--- src/rtl/usr_ctrl_pkg.sv ---
// Shared encodings for the universal-shift-register sequencing controller:
// command op codes, register mode codes and FSM state encoding.
package usr_ctrl_pkg;

    typedef enum logic [2:0] {
        OP_LOAD = 3'b000,
        OP_SHR  = 3'b001,
        OP_SHL  = 3'b010,
        OP_ROR  = 3'b011,
        OP_ROL  = 3'b100
    } op_t;

    typedef enum logic [1:0] {
        MODE_HOLD = 2'b00,
        MODE_SHR  = 2'b01,
        MODE_SHL  = 2'b10,
        MODE_LOAD = 2'b11
    } mode_t;

    typedef enum logic [1:0] {
        ST_IDLE  = 2'b00,
        ST_LOAD  = 2'b01,
        ST_SHIFT = 2'b10,
        ST_DONE  = 2'b11
    } state_t;

    // Ops that step the register one position per SHIFT cycle.
    function automatic logic is_shift_op(input logic [2:0] op);
        return (op == OP_SHR) || (op == OP_SHL) || (op == OP_ROR) || (op == OP_ROL);
    endfunction

endpackage

--- src/rtl/usr_seq_ctrl.sv ---
// Sequencing controller for an external 4-bit universal shift register:
// accepts LOAD/shift/rotate commands and steps the register N times.
module usr_seq_ctrl
    import usr_ctrl_pkg::*;
(
    input  logic       clk,
    input  logic       rst,
    input  logic       cmd_valid,
    output logic       cmd_ready,
    input  logic [2:0] cmd_op,
    input  logic [3:0] cmd_data,
    input  logic [2:0] cmd_cnt,
    input  logic       cmd_si,
    input  logic       abort,
    input  logic [3:0] usr_q,
    output logic [1:0] usr_mode,
    output logic [3:0] usr_par_in,
    output logic       usr_si,
    output logic       busy,
    output logic       done,
    output logic [3:0] res
);

    state_t     state_reg, state_next;
    logic [2:0] cnt_reg, cnt_next;
    logic [2:0] op_reg, op_next;
    logic [3:0] data_reg, data_next;
    logic       si_reg, si_next;

    always_ff @(posedge clk) begin
        if (rst) begin
            state_reg <= ST_IDLE;
            cnt_reg   <= 3'd0;
            op_reg    <= 3'd0;
            data_reg  <= 4'd0;
            si_reg    <= 1'b0;
        end else begin
            state_reg <= state_next;
            cnt_reg   <= cnt_next;
            op_reg    <= op_next;
            data_reg  <= data_next;
            si_reg    <= si_next;
        end
    end

    always_comb begin
        state_next = state_reg;
        cnt_next   = cnt_reg;
        op_next    = op_reg;
        data_next  = data_reg;
        si_next    = si_reg;
        case (state_reg)
            ST_IDLE: begin
                if (cmd_valid) begin
                    op_next   = cmd_op;
                    data_next = cmd_data;
                    si_next   = cmd_si;
                    cnt_next  = cmd_cnt;
                    // Reserved ops and zero-length shifts complete with no register activity.
                    if (cmd_op == OP_LOAD)
                        state_next = ST_LOAD;
                    else if (is_shift_op(cmd_op) && (cmd_cnt != 3'd0))
                        state_next = ST_SHIFT;
                    else
                        state_next = ST_DONE;
                end
            end
            ST_LOAD: begin
                state_next = abort ? ST_IDLE : ST_DONE;
            end
            ST_SHIFT: begin
                cnt_next = cnt_reg - 3'd1;
                if (abort)
                    state_next = ST_IDLE;
                else if (cnt_reg == 3'd1)
                    state_next = ST_DONE;
            end
            ST_DONE: begin
                state_next = ST_IDLE;
            end
            default: state_next = ST_IDLE;
        endcase
    end

    always_comb begin
        usr_mode   = MODE_HOLD;
        usr_par_in = 4'd0;
        usr_si     = 1'b0;
        cmd_ready  = (state_reg == ST_IDLE);
        busy       = (state_reg != ST_IDLE);
        done       = (state_reg == ST_DONE);
        res        = 4'd0;
        case (state_reg)
            ST_LOAD: begin
                usr_mode   = MODE_LOAD;
                usr_par_in = data_reg;
            end
            ST_SHIFT: begin
                usr_mode = ((op_reg == OP_SHR) || (op_reg == OP_ROR)) ? MODE_SHR : MODE_SHL;
                // Rotates feed back the bit about to fall off the far end.
                case (op_reg)
                    OP_ROR:  usr_si = usr_q[0];
                    OP_ROL:  usr_si = usr_q[3];
                    default: usr_si = si_reg;
                endcase
            end
            ST_DONE: begin
                res = usr_q;
            end
            default: ;
        endcase
    end

endmodule

--- config.mk ---
export PLATFORM = sky130hd
export DESIGN_NAME = usr_seq_ctrl
export DESIGN_NICKNAME = d
export VERILOG_FILES = /design/src/rtl/usr_ctrl_pkg.sv /design/src/rtl/usr_seq_ctrl.sv
export SDC_FILE = /design/constraint.sdc
export NUM_CORES = 1
export LEC_CHECK = 0
export BUFFER_PORTS_ARGS = -buffer_cell sky130_fd_sc_hd__buf_2
export CORE_UTILIZATION = 46
export DETAILED_ROUTE_END_ITERATION = 16
export PLACE_DENSITY_LB_ADDON = 0.05
export SETUP_SLACK_MARGIN = 0.1
export SYNTH_ARGS = -nofsm -noshare
export SYNTH_HDL_FRONTEND = slang
export SYNTH_SLANG_ARGS = --single-unit
--- constraint.sdc ---
create_clock -name clk -period 1.86 [get_ports clk]
set_input_delay 0.093 -clock clk [delete_from_list [all_inputs] [get_ports clk]]
set_output_delay 0.093 -clock clk [all_outputs]
set_load 0.02 [all_outputs]
==> reports/qor.csv <==
metric;value;unit
Crit path arrival time;1.71;ns
largest net degree at the start of global routing;14;
RSZ-0062 raised after global routing;no;
layout cells sized above 1;29.2;%
die width;43.3;um
Layout area overhead;25.5;%
Worst Max-Slew Pin Slew;0.317;ns
Max rail drop VDD;0.000854;V
CTS buffer count;3;
final core utilization;63.9;%
Synth top area share;33.2;%
fraction of power spent switching nets;46.4;%
logic gate share of total power;59.4;%
vias per cell;5.33;
Design Power;1480;uW
DR vias;815;
top_reg_cell synth;dfxtp_1;
post_cts resized;0;
CP max stage cell;o32ai_2;
Post-CTS Hold Buffers;0;
crit path time final;1.55;ns
Post-synth ARST share;0;%
#FFs+latches synth;13;
Post-Syn Area per Cell;7.62;sq um
Initial Util;50.9;%
min-delay worst type;input port to flip-flop;
DRC viols;0;
chip height;43.3;um
sequential-to-total area share from yosys stat;33.2;%
Worst EP required;2.02;ns
first-pass GRT wire length;3010;um
CP Max Fanout;7;
vias in the first global route;746;
area of the multi-input gates;477;sq um
Largest register FFs;4;
Max Fclk;646;MHz
global route overflow;0;
Synth Warn #;0;
initial antenna violation count;0;
clock tree buffer depth;2;
Critical Path, Cell by Cell;inv_1, ha_1, inv_2, o32ai_2, a311o_1, a21oi_1;
distinct cell type count after synthesis;26;
wire per inst;11.6;um
core area;1540;sq um
PD cells;1500;nW/um^2
Slew Viols, Final;0;
Setup violations, final;0;
CTS sink cnt;13;
DRT antenna net count;0;
# rows;14;
CP peak stage delay;0.37;ns
CTS tree;done;
sw power;684;uW
Post-layout nets;163;
crit path kind;flip-flop to flip-flop;
Post-synth EDFFs;0;
skew final;0.000972;ns
Mapped Area;785;sq um
DIE AREA;1870;sq um
clock latency on the worst-skew pair;0.27;ns
synth top area cells;dfxtp_1 (33%), a21oi_1 (9.6%), ha_1 (9.6%);
CP Launch Type;flip-flop;
Post-Route Setup TNS;0;ns
post-detail-place hpwl;1310;um
DR pass1 iterations;4;
H-tree Lvls;1;
Critical Path Sink Type;flip-flop;
Int Power;792;uW
fillers;148;
syn nets;128;
Clk network pwr share;11.9;%
leakage;0.000470;uW
postcts setup bufs;0;
I/O pins;33;
DRC marker count from the first detailed-route iteration;12;
Seq pwr share;28.7;%
Slew HR;78.9;%
final WL;1780;um
routability cong.;0.884;
biggest area consumer among synthesized cells;dfxtp_1;
Total Routing Usage GR;21.3;%
max capacitance violation total;0;
# diodes;0;
register area;260;sq um
Gate Count Post-Synth;103;
endpoints failing hold;0;
period utilization;83.3;%
Clock Pin Slew Worst Setup and Hold Paths;0.08;ns
clk root buf;clkbuf_4;
status;finished, final reports clean;
Port-buffer cells;32;
cells by family (layout without fill, tap and decap cells):
kind of cell	after synthesis	after routing	synth area share (%)
buffers and inverters	12	46	6.06
adders and majority gates	6	6	9.57
muxes	1	1	1.44
DFF	13	13	33.2
xor gates and xnor gates	1	1	1.12
and+or+nand+nor	42	42	25.4
AOI/OAI and AO/OA	28	28	23.3
final timing paths:
kind / start / slack (ns) / to / cells past startpoint
worst max-delay path: state_reg[0] / 0.31 / state_reg[1] / 6
worst min-delay path: cmd_data[0] / 0.06 / data_reg[0] / 3
worst max register to register: state_reg[0] / 0.31 / state_reg[1] / 6
worst min register to register: data_reg[3] / 0.46 / data_reg[3] / 2
Yosys cell counts, types with 2 or more instances:
master	number
a311o_1	2
dfxtp_1	13
o21ai_0	2
nor2b_1	3
inv_1	8
a21oi_1	15
and2_1	8
nand2_1	16
ha_1	6
buf_2	2
nor2_1	5
nand3_1	9
placed cells by master (no fill, tap or decap), types with 2 or more instances in the layout:
cell / count
a311o_1: 2
clkbuf_4: 3
nor2b_1: 3
buf_2: 32
nand2_1: 16
nand3_1: 9
and2_1: 8
ha_1: 6
o21ai_0: 2
a21oi_1: 15
nor2_1: 5
dfxtp_1: 13
inv_1: 8
final cells by class:
class,count,area share [%]
Multi-Input combinational cell,78,48.4
Clock buffer,4,2.67
Timing Repair Buffer,33,17.0
Sequential cell,13,26.4
Inverter,9,3.43
Tap cell,16,2.03
power by group through the flow:
stage,combinational [uW],sequential [uW],clock (uW)
4_1_cts,877,424,180
5_1_grt,966,438,199
2_1_floorplan,656,416,0
6_report,876,424,176
3_5_place_dp,862,431,0
3_3_place_gp,851,428,0
layer usage:
layer	up-vias	GRT usage, %	share of wire, %
met1	365	25.1	47
met3	2	3.83	4.3
met4	0	7.27	0.79
met2	27	38.2	47
met5	-	0	0
li1	421	-	-
worst max-delay path, delay by kind of cell, from the launching register on:
kind,cells,cell delay (ns)
AOI/OAI and AO/OA,3,0.60
adders and majority gates,1,0.30
buffers and inverters,2,0.20
DFF,1,0.34
metrics by stage:
step / setup WS (ns) / cells / hold WS [ns] / instance area (sq um)
3_3_place_gp: 0.362 / 149 / 0.346 / 958
6_report: 0.311 / 153 / 0.0593 / 985
3_5_place_dp: 0.325 / 149 / 0.352 / 958
4_1_cts: 0.309 / 153 / 0.0608 / 985
5_1_grt: 0.220 / 153 / 0.0651 / 985
2_1_floorplan: 0.280 / 103 / 0.162 / 785
(Power assumes the default switching activity.)
